## config.mk

```make
export PLATFORM = sky130hd
export DESIGN_NAME = decode_stage
export DESIGN_NICKNAME = d
export VERILOG_FILES = /design/src/rtl/decode_stage.sv
export SDC_FILE = /design/constraint.sdc
export NUM_CORES = 1
export LEC_CHECK = 0
export ABC_CLOCK_PERIOD_IN_PS = 6350
export CORE_MARGIN = 5
export CORE_UTILIZATION = 35
export CTS_BUF_LIST = sky130_fd_sc_hd__clkbuf_4
export CTS_CLUSTER_DIAMETER = 60
export DETAILED_ROUTE_END_ITERATION = 16
export GPL_TIMING_DRIVEN = 1
export PLACE_DENSITY = 0.64
export SYNTH_ARGS = -nofsm -noshare
export SYNTH_HDL_FRONTEND = slang
export SYNTH_SLANG_ARGS = --single-unit
```

## constraint.sdc

```tcl
create_clock -name CLK -period 6.35 [get_ports CLK]
set_clock_uncertainty 0.15 [all_clocks]
set_input_delay 1.27 -clock CLK [delete_from_list [all_inputs] [get_ports CLK]]
set_output_delay 1.27 -clock CLK [all_outputs]
set_load 0.03 [all_outputs]
```

## src/rtl/decode_stage.sv

```systemverilog
// RV32I (+ optional RV32M) decode stage: decodes each accepted fetch beat in the
// same cycle and queues the decoded op in a DEPTH-entry FIFO that feeds execute.
module decode_stage #(
  parameter int XLEN     = 32,
  parameter int DEPTH    = 2,
  parameter bit ENABLE_M = 1'b0
) (
  input  logic            CLK,
  input  logic            RSTN,
  input  logic            FLUSH,
  input  logic            IN_VALID,
  output logic            IN_READY,
  input  logic [31:0]     INSTR,
  input  logic [XLEN-1:0] IN_PC,
  output logic            OUT_VALID,
  input  logic            OUT_READY,
  output logic [2:0]      OUT_CLASS,
  output logic [4:0]      OUT_ALU_OP,
  output logic [2:0]      OUT_FUNC3,
  output logic [4:0]      OUT_RS1,
  output logic [4:0]      OUT_RS2,
  output logic [4:0]      OUT_RD,
  output logic [XLEN-1:0] OUT_IMM,
  output logic [XLEN-1:0] OUT_PC,
  output logic            OUT_ILLEGAL,
  output logic [15:0]     ILLEGAL_CNT
);

  localparam int PW = (DEPTH > 1) ? $clog2(DEPTH) : 1;
  localparam int CW = $clog2(DEPTH + 1);

  localparam logic [6:0] OPC_OP     = 7'b0110011;
  localparam logic [6:0] OPC_OP_IMM = 7'b0010011;
  localparam logic [6:0] OPC_LOAD   = 7'b0000011;
  localparam logic [6:0] OPC_STORE  = 7'b0100011;
  localparam logic [6:0] OPC_BRANCH = 7'b1100011;
  localparam logic [6:0] OPC_JAL    = 7'b1101111;
  localparam logic [6:0] OPC_JALR   = 7'b1100111;
  localparam logic [6:0] OPC_LUI    = 7'b0110111;
  localparam logic [6:0] OPC_AUIPC  = 7'b0010111;

  typedef enum logic [2:0] {
    CLS_ALU_R, CLS_ALU_I, CLS_LOAD, CLS_STORE, CLS_BRANCH, CLS_JAL, CLS_JALR, CLS_UPPER
  } class_e;

  typedef enum logic [4:0] {
    OP_ADD = 5'd0, OP_SUB = 5'd1, OP_SLL = 5'd2, OP_SLT = 5'd3, OP_SLTU = 5'd4,
    OP_XOR = 5'd5, OP_SRL = 5'd6, OP_SRA = 5'd7, OP_OR = 5'd8, OP_AND = 5'd9,
    OP_PASSB = 5'd10
  } alu_op_e;

  typedef struct packed {
    class_e          cls;
    alu_op_e         alu_op;
    logic [2:0]      func3;
    logic [4:0]      rs1;
    logic [4:0]      rs2;
    logic [4:0]      rd;
    logic [XLEN-1:0] imm;
    logic [XLEN-1:0] pc;
    logic            illegal;
  } dec_t;

  function automatic logic [XLEN-1:0] sext(input logic [31:0] v);
    return XLEN'($signed(v));
  endfunction

  function automatic alu_op_e base_op(input logic [2:0] f3);
    case (f3)
      3'b000:  return OP_ADD;
      3'b001:  return OP_SLL;
      3'b010:  return OP_SLT;
      3'b011:  return OP_SLTU;
      3'b100:  return OP_XOR;
      3'b101:  return OP_SRL;
      3'b110:  return OP_OR;
      default: return OP_AND;
    endcase
  endfunction

  logic [6:0]      w_opcode, w_funct7;
  logic [2:0]      w_funct3;
  logic [XLEN-1:0] w_imm_i, w_imm_s, w_imm_b, w_imm_u, w_imm_j, w_shamt;
  logic            w_legal, w_push, w_pop;
  dec_t            w_dec, w_head;

  assign w_opcode = INSTR[6:0];
  assign w_funct3 = INSTR[14:12];
  assign w_funct7 = INSTR[31:25];
  assign w_shamt  = XLEN'(INSTR[24:20]);
  assign w_imm_i  = sext({{20{INSTR[31]}}, INSTR[31:20]});
  assign w_imm_s  = sext({{20{INSTR[31]}}, INSTR[31:25], INSTR[11:7]});
  assign w_imm_b  = sext({{19{INSTR[31]}}, INSTR[31], INSTR[7], INSTR[30:25], INSTR[11:8], 1'b0});
  assign w_imm_u  = sext({INSTR[31:12], 12'b0});
  assign w_imm_j  = sext({{11{INSTR[31]}}, INSTR[31], INSTR[19:12], INSTR[20], INSTR[30:21], 1'b0});

  // NOTE: every signal gets a default at the top so no path through the case infers a latch.
  always_comb begin
    w_dec   = '0;
    w_legal = 1'b1;
    case (w_opcode)
      OPC_OP: begin
        w_dec.cls   = CLS_ALU_R;
        w_dec.func3 = w_funct3;
        w_dec.rs1   = INSTR[19:15];
        w_dec.rs2   = INSTR[24:20];
        w_dec.rd    = INSTR[11:7];
        if (w_funct7 == 7'b0000000)                        w_dec.alu_op = base_op(w_funct3);
        else if (w_funct7 == 7'b0100000 && w_funct3 == 3'b000) w_dec.alu_op = OP_SUB;
        else if (w_funct7 == 7'b0100000 && w_funct3 == 3'b101) w_dec.alu_op = OP_SRA;
        else if (ENABLE_M && w_funct7 == 7'b0000001)       w_dec.alu_op = alu_op_e'({2'b10, w_funct3});
        else                                               w_legal = 1'b0;
      end
      OPC_OP_IMM: begin
        w_dec.cls   = CLS_ALU_I;
        w_dec.func3 = w_funct3;
        w_dec.rs1   = INSTR[19:15];
        w_dec.rd    = INSTR[11:7];
        w_dec.imm   = w_imm_i;
        w_dec.alu_op = base_op(w_funct3);
        if (w_funct3 == 3'b001) begin
          w_dec.imm = w_shamt;
          w_legal   = (w_funct7 == 7'b0000000);
        end else if (w_funct3 == 3'b101) begin
          w_dec.imm    = w_shamt;
          w_dec.alu_op = w_funct7[5] ? OP_SRA : OP_SRL;
          w_legal      = (w_funct7 == 7'b0000000) || (w_funct7 == 7'b0100000);
        end
      end
      OPC_LOAD: begin
        w_dec = '{cls: CLS_LOAD, alu_op: OP_ADD, func3: w_funct3, rs1: INSTR[19:15],
                  rs2: 5'd0, rd: INSTR[11:7], imm: w_imm_i, pc: '0, illegal: 1'b0};
        w_legal = w_funct3 inside {3'b000, 3'b001, 3'b010, 3'b100, 3'b101};
      end
      OPC_STORE: begin
        w_dec = '{cls: CLS_STORE, alu_op: OP_ADD, func3: w_funct3, rs1: INSTR[19:15],
                  rs2: INSTR[24:20], rd: 5'd0, imm: w_imm_s, pc: '0, illegal: 1'b0};
        w_legal = w_funct3 inside {3'b000, 3'b001, 3'b010};
      end
      OPC_BRANCH: begin
        w_dec = '{cls: CLS_BRANCH, alu_op: OP_SUB, func3: w_funct3, rs1: INSTR[19:15],
                  rs2: INSTR[24:20], rd: 5'd0, imm: w_imm_b, pc: '0, illegal: 1'b0};
        w_legal = !(w_funct3 inside {3'b010, 3'b011});
      end
      OPC_JAL: begin
        w_dec = '{cls: CLS_JAL, alu_op: OP_ADD, func3: 3'd0, rs1: 5'd0,
                  rs2: 5'd0, rd: INSTR[11:7], imm: w_imm_j, pc: '0, illegal: 1'b0};
      end
      OPC_JALR: begin
        w_dec = '{cls: CLS_JALR, alu_op: OP_ADD, func3: w_funct3, rs1: INSTR[19:15],
                  rs2: 5'd0, rd: INSTR[11:7], imm: w_imm_i, pc: '0, illegal: 1'b0};
        w_legal = (w_funct3 == 3'b000);
      end
      OPC_LUI, OPC_AUIPC: begin
        w_dec.cls    = CLS_UPPER;
        w_dec.alu_op = (w_opcode == OPC_LUI) ? OP_PASSB : OP_ADD;
        w_dec.rd     = INSTR[11:7];
        w_dec.imm    = w_imm_u;
      end
      default: w_legal = 1'b0;
    endcase
    // Illegal entries carry only the PC so execute can raise the trap.
    if (!w_legal) begin
      w_dec         = '0;
      w_dec.illegal = 1'b1;
    end
    w_dec.pc = IN_PC;
  end

  logic [PW-1:0] r_wr_ptr, r_rd_ptr;
  logic [CW-1:0] r_count;
  logic [15:0]   r_illegal_cnt;
  dec_t          r_mem [DEPTH];

  function automatic logic [PW-1:0] ptr_inc(input logic [PW-1:0] p);
    return (p == PW'(DEPTH - 1)) ? '0 : p + PW'(1);
  endfunction

  assign IN_READY  = (r_count < CW'(DEPTH));
  assign OUT_VALID = (r_count != '0);
  assign w_push    = IN_VALID && IN_READY && !FLUSH && !RSTN;
  assign w_pop     = OUT_VALID && OUT_READY;

  // NOTE: state updates use non-blocking assignments so every register samples pre-edge values.
  always_ff @(posedge CLK) begin
    if (RSTN) begin
      r_count       <= '0;
      r_wr_ptr      <= '0;
      r_rd_ptr      <= '0;
      r_illegal_cnt <= '0;
    end else if (FLUSH) begin
      r_count  <= '0;
      r_wr_ptr <= '0;
      r_rd_ptr <= '0;
    end else begin
      if (w_push) begin
        r_wr_ptr <= ptr_inc(r_wr_ptr);
        if (w_dec.illegal && r_illegal_cnt != 16'hFFFF)
          r_illegal_cnt <= r_illegal_cnt + 16'd1;
      end
      if (w_pop) r_rd_ptr <= ptr_inc(r_rd_ptr);
      if (w_push && !w_pop)      r_count <= r_count + CW'(1);
      else if (!w_push && w_pop) r_count <= r_count - CW'(1);
    end
  end

  // NOTE: queue storage is not reset; the head is masked to zero whenever the count is zero.
  always_ff @(posedge CLK) begin
    if (w_push) r_mem[r_wr_ptr] <= w_dec;
  end

  assign w_head      = OUT_VALID ? r_mem[r_rd_ptr] : '0;
  assign OUT_CLASS   = w_head.cls;
  assign OUT_ALU_OP  = w_head.alu_op;
  assign OUT_FUNC3   = w_head.func3;
  assign OUT_RS1     = w_head.rs1;
  assign OUT_RS2     = w_head.rs2;
  assign OUT_RD      = w_head.rd;
  assign OUT_IMM     = w_head.imm;
  assign OUT_PC      = w_head.pc;
  assign OUT_ILLEGAL = w_head.illegal;
  assign ILLEGAL_CNT = r_illegal_cnt;

endmodule

```

Word level (Yosys, flattened, before mapping)
Memories as Yosys holds them, arrays and structs flattened. A register that Yosys moved wholly into a read port is not among the register bits.
Index checks and enable logic that the tools add are counted.
- register bits after elaboration: 20
- bits in writable memories: 182
- bits of input ports: 69
- output and inout port bits: 109
- memories kept: 1
- memories (name ; words ; width ; read ports ; clocked after Yosys merged registers in ; wr ports ; line ; text):
    r_mem ; 2 ; 91 ; 1 ; 1 ; 1 ; 173 ; dec_t r_mem [DEPTH];
- add/sub/neg operators: 5
- $lt $le $gt $ge: 1
- equality and inequality tests: 17
- muxes and demuxes: 32
- bitwise gates (word level): 1
- reduce and logical (&&, ||, !) cells: 30
- operators by type and width (cell ; number):
    $pmux 32 s6 ; 1
    $mux 91 ; 2
    $mux 32 ; 2
    $pmux 8 s8 ; 1
    $eq 7x6->1 const B ; 4
    $pmux 4 s7 ; 1
    $pmux 4 s6 ; 1
    $eq 7x7->1 const B ; 3
    $mux 5 ; 4
    $add 16x1->16 const B ; 1
    $ne 16x16->1 const B ; 1
    $eq 7x5->1 const B ; 2
    $mux 1 ; 12
    $eq 3x3->1 const B ; 3
    $logic_and 1x1->1 ; 9
    $mux 4 ; 2
    $mux 8 ; 1
    $eq 7x2->1 const B ; 1
    $logic_not 7->1 ; 1
    $pmux 1 s7 ; 1
    $reduce_or 7->1 ; 1
    $eq 3x2->1 const B ; 2
    $mux 3 ; 2
    $reduce_bool 2->1 ; 3
    16 further kinds ; 25

Depth between registers and ports, before layout
- word-level depth: 9
- gate-level depth with buffers: 9

Worst setup path after synthesis
OpenSTA, ideal clock, no wires.
- path kind: input port to flip-flop
- start point: in FLUSH
- end point: mem r_mem[0][0] (netlist name) (enable)
- setup time: 0.540 ns
- arrival: 5.244 ns
- required time: 5.660 ns
- setup slack: 0.416 ns
- cell stages on the path: 3
- buffers on the path: 0
- cell sequence: nor2_1 -> nand3_1 -> nor2_1
- longest elaborated chain between the ends: 5
- RTL lines (element ; line ; text):
    start: declaration ; 10 ; input logic FLUSH,
    $logic_not 1->1 ; 181 ; assign w_push = IN_VALID && IN_READY && !FLUSH && !RSTN;
    $logic_and 1x1->1 (2 in a row) ; 181 ;
    $mux 1 ; 209 ; if (w_push) r_mem[r_wr_ptr] <= w_dec;
    $mux 1 (implied by the code) ; 209 ;
    end: declaration ; 173 ;
Every way passes these cells.

==> flow_summary.ini <==
[floorplan]
start_util = 0.354
io_pins = 178
dieHeight_um = 169
num_rows = 58
core_um2 = 25000
die_x_um = 169
die_area_um2 = 28600

[placed_design]
place_ws_ns = 1.78
placed_area_um2 = 10900
post-dp-hpwl_um = 14400
gp_congestion = 0.818
port_buffers = 176

[route]
ant_nets = 0
wl_per_cell_um = 17.5
initialDrtViolationCount = 385
wl_um = 22000
vias_per_cell = 4.95
drcViolationCount = 0
num_vias = 6218
dr.pass1.iters = 7

[pwr]
netSwitchingFraction = 0.243
clkPwrFrac = 0.379
p_int_mw = 2.15
p_per_area_nw_per_um2 = 246
power_frac_seq = 0.515
ir_drop_uv = 105
combPwrFrac = 0.105
power_mw = 2.85
p_sw_mw = 0.691
leakagePower_nw = 3.51

[clock_tree]
post_cts_buffers = 0
hold_buffers = 0
numCtsBuffers = 54
clk_latency_ns = 0.64
root_buffer = clkbuf_4
tritoncts = built
clkTransAtPathRegs_ns = 0.06
cts_max_path_buffers = 3
clock_sinks = 201
htreeDepth = 2
ctsResizeCount = 0

[critical_path]
worstSetupStartpointType = flip-flop
arrival_ns = 3.02
required_ns = 4.93
endpoint_kind = output port
crit_fanout = 53
path_class = reg2out

[sta]
setup-violations-final = 0
grt_setup_unrepaired = no
fin_tns_setup_ns = 0
relSlewSlack = 0.336
fin_crit_sh = 0.699
period_needed_ns = 4.44
hold_viol = 0
maxSlewViolCount = 0
fmax_mhz = 225
setup_slack_ns = 1.91
tightestPinTransition_ns = 0.997

[final_layout]
synthToLayoutAreaGrowth_pct = 30.9
fin_nets = 962
layout_common_cells = edfxtp_1 (180), clkdlybuf4s50_1 (176), nor2_1 (122), mux2i_1 (90), clkbuf_4 (74)
drive_gt1_frac = 0.111
fin_util = 0.463
layout_commonest_cell = edfxtp_1
fin_area_um2 = 11600

[global_routing]
grt_pass1_vias = 6250
grt_max_degree = 91
antenna_found_initial = 2
grt_pass1_wl_um = 33700
grt_remaining_overflow = 0
grt_usage = 0.149

[synth]
ys_seq_area_frac = 0.658
synth_area_um2 = 8850
syn_inst = 692
synthArstFlopShare = 0
synth-seq-cells = 201
synthFlopType = edfxtp_1
syn_nets = 763
syn_area_per_cell_um2 = 12.8
synth_warnings = 0
synth_edf_count = 180
ys_types = 56

[flow_run]
cap_violations = 0

[worst_hold_path]
hold_path.class = reg2reg

[status]
status = complete, no violations
==> cells in the mapped netlist, types with 2 or more instances <==
cell	count	area, um^2
edfxtp_1	180	5410
or4_1	5	37.5
xor2_1	4	35.0
ha_1	2	25.0
a21oi_1	34	170
buf_2	8	40.0
buf_1	9	33.8
or4b_1	3	30.0
xnor2_1	2	17.5
or2_2	2	12.5
mux2i_1	90	901
buf_6	3	33.8
clkbuf_1	18	67.6
o311ai_0	5	43.8
a22oi_1	4	30.0
and3_1	6	37.5
buf_4	2	15.0
and2_1	26	163
or3_1	6	37.5
a211oi_2	2	25.0
a32oi_1	2	17.5
inv_1	6	22.5
nand3_1	6	30.0
o41ai_1	5	43.8
mux2_2	3	33.8
dfxtp_1	21	420
nand2_1	44	165
nor2_1	124	465
o31ai_1	4	30.0
nor2b_1	9	56.3
nand4_1	4	25.0
a31oi_1	2	12.5
o21ai_0	12	60.1
nor4_1	2	12.5
nor3_1	16	80.1
==> path summary, 6_finish.rpt <==
path	from	to	slack, ns	cells after the start
min reg2reg	ILLEGAL_CNT[14]	ILLEGAL_CNT[14]	0.37	2
max	flip-flop	OUT_RS1[2]	1.91	4
min	ILLEGAL_CNT[14]	ILLEGAL_CNT[14]	0.37	2
max reg2reg	ILLEGAL_CNT[0]	ILLEGAL_CNT[7]	3.66	6
==> power by group through the flow <==
stage	sequential [mW]	clock (mW)	combinational [mW]
CTS	1.47	1.12	0.303
global placement	1.49	0	0.301
global route	1.47	1.20	0.321
finish	1.47	1.08	0.299
detailed placement	1.49	0	0.302
floorplan	1.49	0	0.157
==> cell families after synthesis <==
| group | count (synthesis) | synth area share |
|---|---|---|
| AND/OR/NAND/NOR | 264 | 0.142 |
| flip-flops | 201 | 0.658 |
| multiplexers | 93 | 0.106 |
| AO/OA/AOI/OAI | 79 | 0.0612 |
| buffers and inverters | 46 | 0.0240 |
| XOR/XNOR | 6 | 0.00594 |
| adder cells (fa/ha/maj) | 2 | 0.00283 |
| other | 1 | 0.000424 |
==> layer usage <==
metal  vias up  wire [um]  GRT usage  share of wire
li1       2982          -          -              -
met1      2954       9650      0.197           0.44
met2       241      10000      0.234           0.46
met3        39       1870     0.0474          0.085
met4         2        404     0.0476          0.018
met5         -         13          0        0.00059
==> flip-flops by register name (all words and copies together), names as in the netlist, named ones only <==
register and count:
r_rd_ptr 1, r_wr_ptr 1, r_mem 180, ILLEGAL_CNT 16, r_count 2
==> area by class of cell <==
| cell class | count | area, um^2 |
|---|---|---|
| diodes | 1 | 2.50 |
| clock buffers | 74 | 556 |
| clock inverters | 15 | 88.8 |
| fillers | 2315 | 13400 |
| inverters | 6 | 22.5 |
| multi-input cells | 445 | 2840 |
| flip-flops and latches | 201 | 5830 |
| well taps | 330 | 413 |
| repair buffers | 183 | 1840 |
==> critical path, stage by stage (launching register included) <==
cell and delay [ns]:
dfxtp_4 0.99, buf_12 0.37, mux2i_1 0.12, nor2_1 0.14
clkdlybuf4s50_1 0.70
==> stage by stage <==
step	hold WS (ns)	cells
after floorplan	0.370	692
after global placement	0.349	1165
after detailed placement	0.352	1165
after CTS	0.367	1254
after global routing	0.402	1255
final	0.366	1255
Note: power is estimated with default switching activity, not from simulation.
